==> config.mk <==
export PLATFORM = sky130hd
export DESIGN_NAME = ps2_key_decoder
export DESIGN_NICKNAME = d
export VERILOG_FILES = /design/src/rtl/ps2_key_decoder.sv
export SDC_FILE = /design/constraint.sdc
export NUM_CORES = 1
export LEC_CHECK = 0
export ABC_AREA = 0
export BUFFER_PORTS_ARGS = -buffer_cell sky130_fd_sc_hd__buf_2
export CELL_PAD_IN_SITES_DETAIL_PLACEMENT = 0
export CELL_PAD_IN_SITES_GLOBAL_PLACEMENT = 1
export CORE_UTILIZATION = 45
export CTS_CLUSTER_SIZE = 28
export DETAILED_ROUTE_END_ITERATION = 10
export PLACE_DENSITY_LB_ADDON = 0.1
export SYNTH_ARGS = -nofsm -noshare
export SYNTH_HDL_FRONTEND = slang
export SYNTH_SLANG_ARGS = --single-unit
==> constraint.sdc <==
create_clock -name clk -period 2 [get_ports clk]
set_input_delay 0.4 -clock clk [delete_from_list [all_inputs] [get_ports clk]]
set_output_delay 0.4 -clock clk [all_outputs]
set_load 0.05 [all_outputs]
==> src/rtl/ps2_key_decoder.sv <==
// PS/2 keyboard receiver. It synchronizes and glitch-filters the keyboard pins,
// assembles 11-bit frames, and decodes the E0/F0 prefixes. It drives a held-key
// bitmap for the game controls and a per-code strobe.
module ps2_key_decoder #(
   parameter int FILTER_LEN = 8,
   parameter int TIMEOUT    = 200000
) (
   input  logic       clk,
   input  logic       reset,
   input  logic       PS2_clk,
   input  logic       PS2_data,
   output logic [4:0] key_pressed,
   output logic [7:0] scan_code,
   output logic       scan_ext,
   output logic       scan_break,
   output logic       scan_valid,
   output logic       frame_err
);

   localparam int FW = $clog2(FILTER_LEN + 1);
   localparam int TW = $clog2(TIMEOUT + 1);

   logic          r_clk_s1, r_clk_s2, r_dat_s1, r_dat_s2;
   logic          r_filt, r_filt_d;
   logic [FW-1:0] r_fcnt;
   logic [TW-1:0] r_wdog;
   logic [3:0]    r_bitcnt;
   logic [7:0]    r_shift;
   logic          r_par, r_ext, r_brk;
   logic          w_fall, w_tmo;
   logic [4:0]    w_hit;

   // Two-flop synchronizers. They idle high so that leaving reset cannot look like an edge.
   always_ff @(posedge clk) begin
      if (reset) begin
         r_clk_s1 <= 1'b1;
         r_clk_s2 <= 1'b1;
         r_dat_s1 <= 1'b1;
         r_dat_s2 <= 1'b1;
      end else begin
         r_clk_s1 <= PS2_clk;
         r_clk_s2 <= r_clk_s1;
         r_dat_s1 <= PS2_data;
         r_dat_s2 <= r_dat_s1;
      end
   end

   // Glitch filter: accept a new clock level only after FILTER_LEN equal samples.
   always_ff @(posedge clk) begin
      if (reset) begin
         r_filt   <= 1'b1;
         r_filt_d <= 1'b1;
         r_fcnt   <= '0;
      end else begin
         r_filt_d <= r_filt;
         if (r_clk_s2 == r_filt) begin
            r_fcnt <= '0;
         end else if (r_fcnt == FW'(FILTER_LEN - 1)) begin
            r_filt <= r_clk_s2;
            r_fcnt <= '0;
         end else begin
            r_fcnt <= r_fcnt + 1'b1;
         end
      end
   end

   assign w_fall = r_filt_d & ~r_filt;
   assign w_tmo  = ~w_fall && (r_bitcnt != 4'd0) && (r_wdog == TW'(TIMEOUT - 1));

   // Watchdog runs only inside a partial frame; each keyboard clock edge restarts it.
   always_ff @(posedge clk) begin
      if (reset || w_fall || w_tmo || r_bitcnt == 4'd0) r_wdog <= '0;
      else                                              r_wdog <= r_wdog + 1'b1;
   end

   // Map (ext, code) of the completed byte onto a key bit.
   always_comb begin
      w_hit = 5'b0;
      if ( r_ext && r_shift == 8'h6B) w_hit[0] = 1'b1;
      if ( r_ext && r_shift == 8'h74) w_hit[1] = 1'b1;
      if (!r_ext && r_shift == 8'h29) w_hit[2] = 1'b1;
      if (!r_ext && r_shift == 8'h1C) w_hit[3] = 1'b1;
      if (!r_ext && r_shift == 8'h23) w_hit[4] = 1'b1;
   end

   // Frame receiver, prefix tracking and output registers.
   always_ff @(posedge clk) begin
      if (reset) begin
         r_bitcnt    <= 4'd0;
         r_shift     <= 8'h00;
         r_par       <= 1'b0;
         r_ext       <= 1'b0;
         r_brk       <= 1'b0;
         key_pressed <= 5'b0;
         scan_code   <= 8'h00;
         scan_ext    <= 1'b0;
         scan_break  <= 1'b0;
         scan_valid  <= 1'b0;
         frame_err   <= 1'b0;
      end else begin
         scan_valid <= 1'b0;
         frame_err  <= 1'b0;
         if (w_fall) begin
            case (r_bitcnt)
               4'd0: begin
                  if (r_dat_s2) begin
                     frame_err <= 1'b1;
                  end else begin
                     r_bitcnt <= 4'd1;
                     r_par    <= 1'b0;
                  end
               end
               4'd9: begin
                  r_par    <= r_par ^ r_dat_s2;
                  r_bitcnt <= 4'd10;
               end
               4'd10: begin
                  r_bitcnt <= 4'd0;
                  if (r_par && r_dat_s2) begin
                     if (r_shift == 8'hE0) begin
                        r_ext <= 1'b1;
                     end else if (r_shift == 8'hF0) begin
                        r_brk <= 1'b1;
                     end else begin
                        scan_code   <= r_shift;
                        scan_ext    <= r_ext;
                        scan_break  <= r_brk;
                        scan_valid  <= 1'b1;
                        key_pressed <= r_brk ? (key_pressed & ~w_hit) : (key_pressed | w_hit);
                        r_ext       <= 1'b0;
                        r_brk       <= 1'b0;
                     end
                  end else begin
                     frame_err <= 1'b1;
                     r_ext     <= 1'b0;
                     r_brk     <= 1'b0;
                  end
               end
               default: begin
                  r_shift  <= {r_dat_s2, r_shift[7:1]};
                  r_par    <= r_par ^ r_dat_s2;
                  r_bitcnt <= r_bitcnt + 4'd1;
               end
            endcase
         end else if (w_tmo) begin
            r_bitcnt  <= 4'd0;
            r_ext     <= 1'b0;
            r_brk     <= 1'b0;
            frame_err <= 1'b1;
         end
      end
   end

endmodule

## Word level (Yosys, flattened, before mapping)

Cells that the tools add are included.

| storage, ports and cells | value |
|---|---|
| register bits after elaboration | 60 |
| bits in latches | 0 |
| bits in writable memories | 0 |
| memory bits (read-only) | 0 |
| input bits | 4 |
| output and inout bits | 17 |
| logic and storage cells | 106 |
| memories kept | 0 |

| operators by class | value |
|---|---|
| $add $sub $neg | 3 |
| multipliers | 0 |
| divide/modulo/power cells | 0 |
| $lt $le $gt $ge | 0 |
| equality and inequality tests | 17 |
| shift operators | 0 |
| multiplexer cells | 29 |
| bitwise logic cells | 13 |
| reductions and logical operators | 25 |

Operators with widths:

| cell | count |
|---|---|
| two-way mux 1 bit | 22 |
| adder 18 x 1 -> 18 bit (second input constant) | 1 |
| equality test 18 bit (second input constant) | 1 |
| equality test 8 x 6 -> 1 bit (second input constant) | 2 |
| equality test 8 x 7 -> 1 bit (second input constant) | 2 |
| equality test 8 bit (second input constant) | 2 |
| two-way mux 4 bit | 3 |
| case mux 4 bit (3 select lines) | 1 |
| AND reduction 3 bit | 3 |
| adder 4 x 1 -> 4 bit (second input constant) | 2 |
| equality test 4 bit (second input constant) | 2 |
| equality test 8 x 5 -> 1 bit (second input constant) | 1 |
| logical AND 1 bit | 8 |
| NOT 1 bit | 8 |
| inequality test 3 bit (second input constant) | 2 |
| AND reduction 2 bit | 3 |
| OR reduction 3 bit | 2 |
| bitwise AND 5 bit | 1 |
| two-way mux 5 bit | 1 |
| NOT 5 bit | 1 |
| OR 5 bit | 1 |
| AND reduction 5 bit | 1 |
| OR reduction 5 bit | 1 |
| equality test 4 x 3 -> 1 bit (second input constant) | 1 |
| other kinds (12) | 15 |

## Depth between registers and ports, before layout

| logic depth | value |
|---|---|
| word-level depth | 7 |
| mapped depth | 8 |
| mapped depth without buffers | 7 |

## Worst setup path after synthesis

OpenSTA, ideal clock, no wires.

| timing path | value |
|---|---|
| path kind | register -> register |
| start point | reg r_bitcnt[0] |
| end point | reg r_brk |
| arrival | 1.586 ns |
| slack | 0.298 ns |
| cell stages (with the launch flop) | 8 |
| path buffers | 0 |
| clock period less this slack | 1.702 ns |
| cell sequence | dfxtp_1 -> inv_1 -> ha_1 -> nor3b_1 -> nor4_1 -> a211oi_1 -> o21ai_0 -> nand2_1 |

| on the way | value |
|---|---|
| cells in the longest elaborated chain, start to end | 5 |
| elaborated cells between the ends (all ways) | 7 |

Ends and longest elaborated chain:

| item | RTL line | text |
|---|---|---|
| start, declared | 27 | `logic [3:0] r_bitcnt;` |
| start signal, assigned | 142 | `r_bitcnt <= r_bitcnt + 4'd1;` |
| nonzero test 4 bit | 68 | `assign w_tmo = ~w_fall && (r_bitcnt != 4'd0) && (r_wdog == TW'(TIMEOUT - 1));` |
| logical AND 1 bit (2 in a row) | 68 |  |
| nonzero test 2 bit (no source line) | -- |  |
| AND reduction 3 bit (no source line) * | -- |  |
| end signal, assigned | 93 | `r_brk <= 1'b0;` |
| end signal, assigned | 123 | `r_brk <= 1'b1;` |
| end signal, assigned | 131 | `r_brk <= 1'b0;` |
| end, declared | 29 | `logic r_par, r_ext, r_brk;` |

Every way passes the cells marked *; elsewhere a longest branch is shown, timed or not.
A chain may end at the register's enable or synchronous reset.

## Final worst setup path

| timing path | value |
|---|---|
| start point | reg r_bitcnt[1] |
| end point | reg r_bitcnt[3] |

| on the way | value |
|---|---|
| cells in the longest elaborated chain, start to end | 5 |
| elaborated cells between the ends (all ways) | 12 |

Ends and longest elaborated chain:

| item |
|---|
| branches (longest 5 deep; another with adder 4 x 1 -> 4 bit) |

Several ways; the timed one is not identified.

==> metrics.csv <==
stage,metric,value,unit
status,status,"complete, no violations",
worst_setup_path,type of element capturing the critical path,register,
sta,max-slew violation count,0,
placement,placed wire-length estimate after detailed placement,3.750,mm
synth,sequential fraction of the synthesis area,0.4496,
sta,aggregate negative setup slack,0,ps
sta,# setup viols final,0,
sta,least setup slack across all paths after layout,213.1,ps
power_and_ir_drop,power per unit of standard cell area,737.0,mW/mm²
finish,number of fill cells,553,
worst_setup_path,type of element launching the critical path,register,
power_and_ir_drop,worst IR drop on VDD,490.8,µV
cts,deepest clock path buffer count,2,
cts,later-pin clock latency in the skew report,340,ps
finish,"most common cell after layout, fill and taps aside",dfxtp_1,
cts,root buf cell,clkbuf_8,
global_route,global-route wire length before repair,9.211,mm
detailed_routing,routed wire length per instance,13.27,µm
flow_run,number of max-capacitance violations reported,0,
min_path,class of the tightest hold or removal check,in2reg,
synth,largest cells by area after synthesis,"dfxtp_1 (45%), nor2_1 (7.6%), mux2i_1 (7.5%), ha_1 (3.3%), xor2_1 (3.3%)",
sta,count of endpoints failing hold in the final timing report,0,
synth,Yosys top cell by area,dfxtp_1,
cts,post-CTS setup buffer count,0,
global_route,total congestion overflow,0,
die,Die Wd,79.05,µm
cts,total clock buffers created by CTS,9,
synth,number of synthesized flops with an enable pin,0,
finish,number of diodes added for antenna fixing,0,
synth,Synth Register Bits,60,
worst_setup_path,data required time at the worst endpoint,2220,ps
cts,clock tree from TritonCTS,done,
finish,combined flip-flop and latch cell area,0.001201,mm²
synth,total nets after synthesis,301,
placement,Post-Place Worst Slack,94.62,ps
sta,Slew @ Worst Pin,490.3,ps
detailed_routing,detailed-routing iteration count for the pre-antenna-repair pass,5,
synth,synthesis warning total,0,
cts,number of H-tree levels,3,
finish,share of cells above drive strength 1,0.2043,
sta,Peak Freq,559.6,MHz
die,core region area,0.005608,mm²
sta,clock period minus worst slack,1787,ps
cts,register clock-pin slew on the reported worst setup and hold paths,60,ps
detailed_routing,wire length after detailed routing,5.308,mm
synth,most frequently used flop master after synthesis,dfxtp_1,
synth,proportion of netlist area held by the largest area contributor,0.4496,
die,Initial Utilization,0.4763,
global_route,maximum number of pins on one net before global-route repair,20,
finish,Post-layout nets,335,
die,DIE AREA,0.006248,mm²
global_route,number of global-route vias before repair,1931,
global_route,overall routing resource usage,0.1918,
sta,Tcrit/Tclk final,0.8934,
detailed_routing,vias per std cell,5.170,
sta,worst clock skew,10.93,ps
worst_setup_path,category of the critical setup timing path,reg2reg,
finish,"Non-Filler Cell Area, Final",0.003103,mm²
die,die height,79.05,µm
die,total I/O pin count,21,
finish,layout overhead on the synthesized area,16.16,%
finish,area of the multi-input gates,0.001400,mm²
placement,number of buffer cells added on primary ports,20,
worst_setup_path,top fanout value on the critical path,6,
detailed_routing,count of antenna-violating nets left after detailed routing,0,
sta,RSZ-0062 raised after global routing,no,
synth,average instance area after synthesis,9.211,µm²
cts,clk sink count,60,
synth,post-synth design cell area,0.002671,mm²
placement,placed instance area,0.002902,mm²
synth,share of synthesized flip-flops with an asynchronous set or reset,0,
global_route,initial antenna violation count,0,
worst_setup_path,CP Data Arrival Time,2000,ps
placement,RePlAce Congestion,0.8276,
detailed_routing,DR vias,2068,
die,cell row count,27,
detailed_routing,count of routing violations after the opening detailed-route iteration,68,
synth,post-synthesis cell count,290,
detailed_routing,residual DRC count,0,
synth,Unique masters post-synth,48,
sta,Max-Slew Margin vs Limit,0.6701,
finish,most frequent cells in the layout,"dfxtp_1 (60), nor2_1 (54), mux2i_1 (20), buf_2 (20), nand2_1 (18)",
power_and_ir_drop,leakage power total,1.321,nW
==> path summary, 6_finish.rpt <==
path	to	cells past startpoint	startpoint	slack, ps
max	r_bitcnt[3]	7	r_bitcnt[1]	210
min	r_dat_s1	2	PS2_data	250
max reg2reg	r_bitcnt[3]	7	r_bitcnt[1]	210
min reg2reg	r_dat_s2	1	r_dat_s1	410
==> report_power, final <==
group	internal, W	total (W)	switching [W]	leakage (nW)
logic	0.00000970	0.0000257	0.0000160	0.739
clock network	0.000595	0.00106	0.000464	0.0979
registers	0.00120	0.00120	0.00000289	0.484
==> cell type report <==
cell class,count,area share
clock buffers,10,0.04435
clock inverters,5,0.01694
inverters,9,0.01089
multi-input cells,214,0.4512
flip-flops and latches,60,0.3871
well taps,72,0.02903
repair buffers,30,0.06048
==> critical path, cell delays in order (launching register included) <==
cell and delay (ps):
dfxtp_1 360, inv_1 100, ha_1 200, nor3b_2 330
a21oi_1 130, a41oi_2 300, o21bai_1 120, nor3b_1 140
==> layer usage <==
layer / GRT usage / vias up / routed length (µm)
met4: 0.1091 / 0 / 104
met5: 0 / - / 0
met1: 0.2498 / 969 / 2705
li1: - / 1070 / -
met3: 0.03793 / 9 / 108
met2: 0.2948 / 20 / 2389
==> metrics by stage <==
stage            util  cells  hold slack, ps  power [W]
2_1_floorplan       -    290           389.5   0.001244
3_5_place_dp   0.5174    385           408.8   0.001255
5_1_grt        0.5533    400           235.3   0.002378
6_report       0.5533    400           249.8   0.002287
3_3_place_gp   0.5174    385           396.7   0.001255
4_1_cts        0.5513    400           232.8   0.002317
==> synthesized netlist by cell type, drive strengths merged, types with 4 or more instances <==
cell type and count:
nand2 20, clkbuf 4, nor3b 4, a21oi 6, nor3 8, nand4 10, xor2 10, and3 5
inv 9, nand3 9, o21ai 4, mux2i 20, xnor2 9, or2 5, dfxtp 60, ha 7
nor2 58, nor4 4, nor2b 4
==> what timing repair did <==
item	4_1_cts	5_1_grt
gates resized for setup	0	2
endpoints found under the hold margin	0	0
setup endpoints to repair	0	6
hold buffers	0	0
==> sequential cells by signal, summed over array words and instances (netlist names), named ones only <==
name        count
r_filt_d        1
r_dat_s1        1
scan_ext        1
r_clk_s2        1
r_par           1
r_fcnt          4
r_wdog         18
r_clk_s1        1
r_ext           1
scan_break      1
r_bitcnt        4
r_filt          1
r_dat_s2        1
r_shift         8
r_brk           1
scan_valid      1
frame_err       1
scan_code       8
==> logic make-up after synthesis <==
family	after synthesis	share of synthesized area
flip-flops	60	0.4496
adder cells (fa/ha/maj)	7	0.03279
AND/OR/NAND/NOR	143	0.2871
XOR/XNOR	19	0.06230
multiplexers	20	0.07494
AO/OA/AOI/OAI	25	0.06277
buffers and inverters	16	0.03044
(Power assumes the default switching activity.)
